### config.mk
export PLATFORM = sky130hd
export DESIGN_NAME = l2_line_responder_flat
export DESIGN_NICKNAME = d
export VERILOG_FILES = /design/src/rtl/l2_pkg.sv /design/src/rtl/l2_line_responder_if.sv /design/src/rtl/l2_line_responder_line_assembler.sv /design/src/rtl/l2_line_responder.sv /design/src/flat_wrapper.sv
export SDC_FILE = /design/constraint.sdc
export NUM_CORES = 2
export LEC_CHECK = 0
export CAP_MARGIN = 5
export CORE_AREA = 2 2 438 440
export DETAILED_ROUTE_END_ITERATION = 16
export DIE_AREA = 0 0 440 442
export PLACE_DENSITY = 0.76
export SKIP_CTS_REPAIR_TIMING = 1
export SYNTH_ARGS = -nofsm -noshare
export SYNTH_HDL_FRONTEND = slang
export SYNTH_SLANG_ARGS = --single-unit
### constraint.sdc
create_clock -name CLK -period 4.4 [get_ports CLK]
set_clock_uncertainty 0.1 [all_clocks]
set_input_delay 0.66 -clock CLK [delete_from_list [all_inputs] [get_ports CLK]]
set_output_delay 0.66 -clock CLK [all_outputs]
set_load 0.05 [all_outputs]
### src/rtl/l2_pkg.sv
// Shared FSM encoding and width helpers for the L2 line-fill responder.
// Widths depend on module parameters, so they are provided as constant functions.
package l2_pkg;

   typedef enum logic [1:0] {
      IDLE    = 2'd0,
      ISSUE   = 2'd1,
      DRAIN   = 2'd2,
      RESPOND = 2'd3
   } l2_state_t;

   localparam int DATA_WIDTH_DEFAULT    = 32;
   localparam int ADDRESS_WIDTH_DEFAULT = 32;
   localparam int BLOCK_SIZE_DEFAULT    = 32;

   function automatic int offset_width_f(input int data_width, input int block_size);
      return $clog2(data_width * block_size / 8);
   endfunction

   function automatic int cache_width_f(input int data_width, input int block_size);
      return data_width * block_size;
   endfunction

   // One extra bit lets a counter reach block_size without wrapping mid-fill.
   function automatic int counter_width_f(input int block_size);
      return $clog2(block_size) + 1;
   endfunction

   localparam int OFFSET_WIDTH = offset_width_f(DATA_WIDTH_DEFAULT, BLOCK_SIZE_DEFAULT);
   localparam int CACHE_WIDTH  = cache_width_f(DATA_WIDTH_DEFAULT, BLOCK_SIZE_DEFAULT);

endpackage

### src/rtl/l2_line_responder_if.sv
// Bundles the I-cache request/response pair and the word-read memory port.
// slave is the responder's view; master is the view of the I-cache plus memory.
interface l2_line_responder_if
   import l2_pkg::*;
#(
   parameter int data_width    = 32,
   parameter int address_width = 32,
   parameter int block_size    = 32
);
   localparam int offset_width = offset_width_f(data_width, block_size);
   localparam int cache_width  = cache_width_f(data_width, block_size);

   logic                                  ADDR_TO_L2_VALID;
   logic [address_width-offset_width-1:0] ADDR_TO_L2;
   logic [cache_width-1:0]                DATA_FROM_L2;
   logic                                  DATA_FROM_L2_VALID;
   logic                                  BUSY;
   logic                                  MEM_REQ;
   logic                                  MEM_REQ_READY;
   logic [address_width-1:0]              MEM_ADDR;
   logic [data_width-1:0]                 MEM_RDATA;
   logic                                  MEM_RDATA_VALID;

   modport slave (
      input  ADDR_TO_L2_VALID, ADDR_TO_L2, MEM_REQ_READY, MEM_RDATA, MEM_RDATA_VALID,
      output DATA_FROM_L2, DATA_FROM_L2_VALID, BUSY, MEM_REQ, MEM_ADDR
   );

   modport master (
      output ADDR_TO_L2_VALID, ADDR_TO_L2, MEM_REQ_READY, MEM_RDATA, MEM_RDATA_VALID,
      input  DATA_FROM_L2, DATA_FROM_L2_VALID, BUSY, MEM_REQ, MEM_ADDR
   );

endinterface

### src/rtl/l2_line_responder_line_assembler.sv
// Collects returned words into a fill buffer and publishes the whole line
// only when its last word arrives, so a partial fill is never observable.
module line_assembler
   import l2_pkg::*;
#(
   parameter int  data_width  = 32,
   parameter int  block_size  = 32,
   localparam int idx_width   = $clog2(block_size),
   localparam int cache_width = cache_width_f(data_width, block_size)
)
(
   input  logic                   CLK,
   input  logic                   RSTN,
   input  logic                   we,
   input  logic [idx_width-1:0]   word_idx,
   input  logic [data_width-1:0]  word_data,
   output logic [cache_width-1:0] line
);
   localparam logic [idx_width-1:0] LAST_IDX = idx_width'(block_size - 1);

   logic [cache_width-1:0] fill_buf;
   logic [cache_width-1:0] merged;

   always_comb begin
      merged = fill_buf;
      merged[int'(word_idx) * data_width +: data_width] = word_data;
   end

   // The published line takes the merged value so the final word lands in the same edge.
   always_ff @(posedge CLK or negedge RSTN) begin
      if (!RSTN) begin
         fill_buf <= '0;
         line     <= '0;
      end else if (we) begin
         fill_buf <= merged;
         if (word_idx == LAST_IDX) begin
            line <= merged;
         end
      end
   end

endmodule

### src/rtl/l2_line_responder.sv
// Serves an I-cache line fill by issuing block_size word reads to memory,
// assembling the in-order returns, and pulsing DATA_FROM_L2_VALID when done.
module l2_line_responder
   import l2_pkg::*;
#(
   parameter int data_width    = 32,
   parameter int address_width = 32,
   parameter int block_size    = 32
)
(
   input logic                CLK,
   input logic                RSTN,
   l2_line_responder_if.slave bus
);
   localparam int offset_width = offset_width_f(data_width, block_size);
   localparam int idx_width    = $clog2(block_size);
   localparam int byte_width   = offset_width - idx_width;
   localparam int line_width   = address_width - offset_width;
   localparam int cnt_width    = counter_width_f(block_size);

   localparam logic [cnt_width-1:0] LAST_WORD = cnt_width'(block_size - 1);
   localparam logic [cnt_width-1:0] FULL_LINE = cnt_width'(block_size);

   l2_state_t             state;
   l2_state_t             next_state;
   logic [line_width-1:0] line_addr;
   logic [cnt_width-1:0]  issue_cnt;
   logic [cnt_width-1:0]  recv_cnt;
   logic                  start;
   logic                  issue_fire;
   logic                  capture;
   logic                  last_issue;
   logic                  last_capture;

   always_ff @(posedge CLK or negedge RSTN) begin
      if (!RSTN) begin
         state <= IDLE;
      end else begin
         state <= next_state;
      end
   end

   // Returns may overlap issuing, so the final capture wins over the final accept.
   always_comb begin
      next_state             = state;
      start                  = 1'b0;
      issue_fire             = 1'b0;
      capture                = 1'b0;
      last_issue             = 1'b0;
      last_capture           = 1'b0;
      bus.MEM_REQ            = 1'b0;
      bus.BUSY               = 1'b1;
      bus.DATA_FROM_L2_VALID = 1'b0;
      case (state)
         IDLE: begin
            bus.BUSY = 1'b0;
            if (bus.ADDR_TO_L2_VALID) begin
               start      = 1'b1;
               next_state = ISSUE;
            end
         end
         ISSUE: begin
            bus.MEM_REQ  = (issue_cnt < FULL_LINE);
            issue_fire   = bus.MEM_REQ && bus.MEM_REQ_READY;
            last_issue   = issue_fire && (issue_cnt == LAST_WORD);
            capture      = bus.MEM_RDATA_VALID && (recv_cnt < FULL_LINE);
            last_capture = capture && (recv_cnt == LAST_WORD);
            if (last_capture) begin
               next_state = RESPOND;
            end else if (last_issue) begin
               next_state = DRAIN;
            end
         end
         DRAIN: begin
            capture      = bus.MEM_RDATA_VALID && (recv_cnt < FULL_LINE);
            last_capture = capture && (recv_cnt == LAST_WORD);
            if (last_capture) begin
               next_state = RESPOND;
            end
         end
         RESPOND: begin
            bus.DATA_FROM_L2_VALID = 1'b1;
            next_state             = IDLE;
         end
         default: begin
            next_state = IDLE;
         end
      endcase
   end

   // Line address is captured only on an accepted request, so requests mid-fill leave it alone.
   always_ff @(posedge CLK or negedge RSTN) begin
      if (!RSTN) begin
         line_addr <= '0;
         issue_cnt <= '0;
         recv_cnt  <= '0;
      end else if (start) begin
         line_addr <= bus.ADDR_TO_L2;
         issue_cnt <= '0;
         recv_cnt  <= '0;
      end else begin
         if (issue_fire) begin
            issue_cnt <= issue_cnt + 1'b1;
         end
         if (capture) begin
            recv_cnt <= recv_cnt + 1'b1;
         end
      end
   end

   assign bus.MEM_ADDR = {line_addr, issue_cnt[idx_width-1:0], {byte_width{1'b0}}};

   line_assembler #(
      .data_width (data_width),
      .block_size (block_size)
   ) u_assembler (
      .CLK       (CLK),
      .RSTN      (RSTN),
      .we        (capture),
      .word_idx  (recv_cnt[idx_width-1:0]),
      .word_data (bus.MEM_RDATA),
      .line      (bus.DATA_FROM_L2)
   );

endmodule

### src/flat_wrapper.sv
// flat-port wrapper written by rule: the top's interface ports become plain ports
module l2_line_responder_flat import l2_pkg::*;
#(
   parameter int data_width    = 32,
   parameter int address_width = 32,
   parameter int block_size    = 32
)
  (CLK, RSTN, bus_ADDR_TO_L2_VALID, bus_ADDR_TO_L2, bus_MEM_REQ_READY, bus_MEM_RDATA, bus_MEM_RDATA_VALID, bus_DATA_FROM_L2, bus_DATA_FROM_L2_VALID, bus_BUSY, bus_MEM_REQ, bus_MEM_ADDR);
  l2_line_responder_if #(.data_width(data_width), .address_width(address_width), .block_size(block_size)) bus_i ();
  input logic CLK;
  input logic RSTN;
  input wire logic [$bits(bus_i.ADDR_TO_L2_VALID)-1:0] bus_ADDR_TO_L2_VALID;
  input wire logic [$bits(bus_i.ADDR_TO_L2)-1:0] bus_ADDR_TO_L2;
  input wire logic [$bits(bus_i.MEM_REQ_READY)-1:0] bus_MEM_REQ_READY;
  input wire logic [$bits(bus_i.MEM_RDATA)-1:0] bus_MEM_RDATA;
  input wire logic [$bits(bus_i.MEM_RDATA_VALID)-1:0] bus_MEM_RDATA_VALID;
  output wire logic [$bits(bus_i.DATA_FROM_L2)-1:0] bus_DATA_FROM_L2;
  output wire logic [$bits(bus_i.DATA_FROM_L2_VALID)-1:0] bus_DATA_FROM_L2_VALID;
  output wire logic [$bits(bus_i.BUSY)-1:0] bus_BUSY;
  output wire logic [$bits(bus_i.MEM_REQ)-1:0] bus_MEM_REQ;
  output wire logic [$bits(bus_i.MEM_ADDR)-1:0] bus_MEM_ADDR;
  assign bus_i.ADDR_TO_L2_VALID = bus_ADDR_TO_L2_VALID;
  assign bus_i.ADDR_TO_L2 = bus_ADDR_TO_L2;
  assign bus_i.MEM_REQ_READY = bus_MEM_REQ_READY;
  assign bus_i.MEM_RDATA = bus_MEM_RDATA;
  assign bus_i.MEM_RDATA_VALID = bus_MEM_RDATA_VALID;
  assign bus_DATA_FROM_L2 = bus_i.DATA_FROM_L2;
  assign bus_DATA_FROM_L2_VALID = bus_i.DATA_FROM_L2_VALID;
  assign bus_BUSY = bus_i.BUSY;
  assign bus_MEM_REQ = bus_i.MEM_REQ;
  assign bus_MEM_ADDR = bus_i.MEM_ADDR;
  l2_line_responder #(.data_width(data_width), .address_width(address_width), .block_size(block_size)) u_core (.CLK(CLK), .RSTN(RSTN), .bus(bus_i));
endmodule
* Word-level counts from Yosys, hierarchy flattened
Index checks and enable logic that the tools add are counted. W data, S select, Z words.
Word-level totals: logic and storage cells 49, flip-flop bits (word level) 2087, bits of input ports 62, output and inout port bits 1059
Cells by class: multiplexer cells 17, equality and inequality tests 9, add/sub/neg operators 3, shift-type cells 2, $lt $le $gt $ge 2, reduce and logical (&&, ||, !) cells 10
Operator list (number):
- $bwmux W1024 | 1
- $shift A32 B33 Y1024 const A | 1
- $shiftx A32 B33 Y1024 | 1
- $neg A10 Y33 | 1
- $mux W6 | 4
- $add A6 B1 Y6 const B | 2
- $eq A6 B5 Y1 const B | 2
- $lt A6 B6 Y1 const B | 2
- $mux W2 | 4
- $pmux W2 S4 | 1
- $mux W1 | 7
- $eq A5 B5 Y1 const B | 1
- $eq A2 B2 Y1 const B | 2
- $logic_and A1 B1 Y1 | 4
- $reduce_bool A2 Y1 | 2
- $ne A3 B1 Y1 const B | 1
- $reduce_and A3 Y1 | 1
- $eq A2 B1 Y1 const B | 1
- $logic_not A2 Y1 | 1
- $ne A2 B1 Y1 const B | 1
- $ne A2 B2 Y1 const B | 1
- $reduce_and A2 Y1 | 1
- $reduce_or A2 Y1 | 1

* Longest topological paths before layout
depth after elaboration 6, gate-level depth with buffers 16, gate-level depth less buffers 10

* By module
A second synthesis with hierarchy kept.
Unflattened totals: cells, all modules 8055, area, all modules 87269.9 sq um
Modules (own cells, without submodules):
- line_assembler | area an instance 85475.7 sq um, cells an instance 7863, instances 1
- l2_line_responder | area an instance 1794.2 sq um, cells an instance 192, instances 1

* Worst setup path before layout
No wires, ideal clock.
kind reg2reg, start register u_core.recv_cnt[0], end register u_core.u_assembler.line[681], library setup time 0.126 ns, required time 4.174 ns, cell stages (with the launch flop) 16, path slack 1.052 ns, period minus slack after synthesis 3.348 ns, buffers on the path 5, arrival time 3.122 ns, cells stage by stage dfrtp_1 > buf_4 > buf_6 > inv_1 > ha_1 > nand2b_1 > nor2_1 > ha_1 > buf_2 > nor2_1 > and3_1 > a31oi_1 > and2_1 > buf_2 > buf_2 > a221o_1
On the way: longest elaborated chain between the ends 4
Ends and longest elaborated chain:
- start: declaration | RTL line l2_line_responder.sv:28 | logic [cnt_width-1:0] recv_cnt;
- start signal: assignment | RTL line l2_line_responder.sv:106 | recv_cnt <= recv_cnt + 1'b1;
- parallel branches: the longest is 4 deep, another holds $neg A10 Y33
- end signal: assignment | RTL line l2_line_responder_line_assembler.sv:37 | line <= merged;
- end: declaration | RTL line l2_line_responder_line_assembler.sv:17 | output logic [cache_width-1:0] line
Parallel ways; which one is timed is not known. A chain may end at the register's enable or synchronous reset.

* Final worst setup path
start register u_core.recv_cnt[1], end register u_core.u_assembler.fill_buf[767]
On the way: longest elaborated chain between the ends 3
Ends and longest elaborated chain:
- $neg A10 Y33 or $lt A6 B6 Y1 (tied branches) | RTL line l2_line_responder_line_assembler.sv:26, l2_line_responder.sv:66, l2_line_responder.sv:75
- $shiftx A32 B33 Y1024 (tied with other cells) | RTL line l2_line_responder_line_assembler.sv:26 | merged[int'(word_idx) * data_width +: data_width] = word_data;
- $bwmux W1024 or $mux W1 (tied branches)
- end signal: assignment | RTL line l2_line_responder_line_assembler.sv:35 | fill_buf <= merged;
- end: declaration | RTL line l2_line_responder_line_assembler.sv:21 | logic [cache_width-1:0] fill_buf;
Parallel ways exist; a longest one is shown, timed or not.

==> metrics.txt <==
worst-margin pin slew 1.27 ns; Post-layout nets 9333; # port buffers 1118; Required @ worst endpoint 5.05 ns; Final ANT Viol Nets 0; cells after synthesis 8419; sequential share of the synthesized area 0.600; unrepaired setup endpoints after global routing no; global routing usage on met3 0.0932; max-slew headroom at the worst pin 0.153; largest area contributor in the netlist dfrtp_1; main flop type after synthesis dfrtp_1; clock slew at reported path FFs 0.07 ns; Slew Limit Fails 0; share of the synthesized area in the top cell type 0.600; Post-synth ARST share 1.00; Initial Utilization 0.459; Tcrit/Tclk final 0.953; final-report hold violation count 0; initial antenna violation count 16; # clock sinks 2087; DR WL/cell 29.5 um; worst skew pair latency 0.89 ns; Placed Area 0.101 mm^2; Commonest cells post-synth dfrtp_1 (2087), nand2_1 (1449), o21ai_0 (1075); Area contributors post-synth dfrtp_1 (60%), nand2_1 (6.2%), o21ai_0 (6.2%), mux2_2 (4.0%), nor2_1 (3.7%); Die Span Y 442 um; first-pass GRT wire length 510000 um; multi-input logic area 0.0322 mm^2; Synthesis Warnings 0; library cells used by synthesis 64; crit-path cells inv_1 > ha_1 > nand2b_1 > nor2_1 > ha_2 > a211oi_4 > nand3_1 > nand2b_2 > mux2_1; fmax 239 MHz; max incr delay on CP 0.87 ns; register bit total from synthesis 2087; pin count of the biggest net entering global routing 173; initial drt markers 9978; num rows 160; critical path startpoint category register; Setup crit end kind register; maxcap violations 0; Worst Hold Class primary input to register; # IOs 1121; number of global-route vias before repair 71776; peak supply drop 0.738 mV; crit path max fanout 32; proportion of layout cells with a drive suffix above 1 0.108; Finish-stage setup viols 0; layer with the highest usage met2; met1 GRT Util 0.470; GRT Overall Usage 0.356; Netlist Area Pre-Place 0.0870 mm^2; Setup Crit Path Kind register to register; Lkg Pwr 49.9 nW; power density over the cells 458 mW/mm^2; synth-to-layout area growth 24.2%; arrival time worst endpoint 4.84 ns; hold_ws 0.202 ns; met2 Use GR 0.505; Critical Path Slowest Stage Cell nand2b_2; Final TNS setup 0 ns; syn_area_per_cell 10.3 um^2; dpl hpwl 237000 um; H-tree Lvls 4; DRC viols 0; routability cong. 0.938; DP Cell Count 11561; Post-synth EDFFs 0; Routed WL 352000 um; design area 0.108 mm^2; Reg area 0.0522 mm^2; Pre-Repair DR Iteration Count 9; overall die area 0.194 mm^2; Min Clock Period, post-route 4.19 ns; total CTS buffers 208; Filler Cell Count 15556; top-count cell post-synth dfrtp_1; status completed; CTS Buffer Depth 3; vias after detailed routing 73749; core box area 0.190 mm^2; CTS tree done; root cell of the clock tree clkbuf_16; Overflow after GRT 0; Die X-Extent 440 um; Finished Layout Cells 11947; post-DR vias/cell 6.17
-- path summary, 6_finish.rpt --
| path | from | endpoint | slack (ns) | cells past startpoint |
|---|---|---|---|---|
| setup / recovery | u_core.recv_cnt[1] | u_core.u_assembler.fill_buf[767] | 0.21 | 9 |
| min in group asynchronous | RSTN | u_core.u_assembler.line[721] | 0.26 | 2 |
| max in group asynchronous | RSTN | u_core.u_assembler.line[558] | 2.41 | 4 |
| hold reg to reg | u_core.u_assembler.fill_buf[451] | u_core.u_assembler.line[451] | 0.37 | 2 |
| hold / removal | bus_MEM_RDATA[21] | u_core.u_assembler.line[469] | 0.20 | 3 |
| setup reg to reg | u_core.recv_cnt[1] | u_core.u_assembler.fill_buf[767] | 0.21 | 9 |
-- flip-flops by register name, summed over array words and instances, names as in the netlist --
register and count:
u_core.u_assembler.fill_buf 1024, u_core.u_assembler.line 1024, u_core.line_addr 25, u_core.issue_cnt 6, u_core.recv_cnt 6, u_core.state 2
-- per-layer routing --
layer  wire, um  up-vias
li1           -    30866
met1     135000    37198
met2     149000     4702
met3      36500      971
met4      31300       12
met5         67        -
-- power breakdown --
part           total (mW)  leakage (nW)  internal [mW]  switching (mW)
clock                18.6          3.49           10.6            7.98
sequential           20.4          29.1           19.9           0.465
combinational        10.5          17.3           2.26            8.27
-- through the flow --
stage                     utilization  power (mW)  worst slack (ns)
after CTS                       0.570        49.4             0.158
after global routing            0.570        50.9           0.00266
after global placement          0.533        30.8             0.187
after floorplan                     -        26.1              1.05
after detailed placement        0.533        31.0            0.0370
final                           0.570        49.5             0.208
-- layout make-up --
class	instances	area share
Clock buffer	304	0.0565
Multi-Input combinational cell	5563	0.298
Antenna cell	7	0.000162
Sequential cell	2087	0.483
Tap cell	2511	0.0291
Timing Repair Buffer	1363	0.123
Clock inverter	74	0.00932
Inverter	38	0.00132
-- critical path, delay by kind of cell (launching register included) --
family / cells / cell delay, ns
compound gates: 1 / 0.61
fa+ha+maj: 2 / 0.47
buf+inv: 1 / 0.09
flops: 1 / 0.55
mux: 1 / 0.59
simple gates: 4 / 1.56
-- cell families (layout without fill, tap and decap cells) --
kind of cell,after synthesis,count (layout),synth area share
AO/OA/AOI/OAI,2098,2098,0.146
XOR/XNOR,10,10,0.00101
adder cells (fa/ha/maj),10,10,0.00144
buffers and inverters,770,1779,0.0364
flip-flops,2087,2087,0.600
multiplexers,690,690,0.0850
other,1,9,0.0000431
AND/OR/NAND/NOR,2753,2753,0.131
-- cells in the final DEF (no fill, tap or decap), types with 181 or more instances in the layout --
cell,Yosys,final
dfrtp_1,2087,2087
nand2_1,1449,1446
clkdlybuf4s50_1,0,1085
o21ai_0,1075,1075
nor2_1,863,855
a21oi_1,364,360
mux2_2,309,309
mux2i_1,298,298
a221o_1,226,226
buf_4,27,211
clkbuf_16,0,210
a31oi_1,185,181
Note: power is estimated with default switching activity, not from simulation.
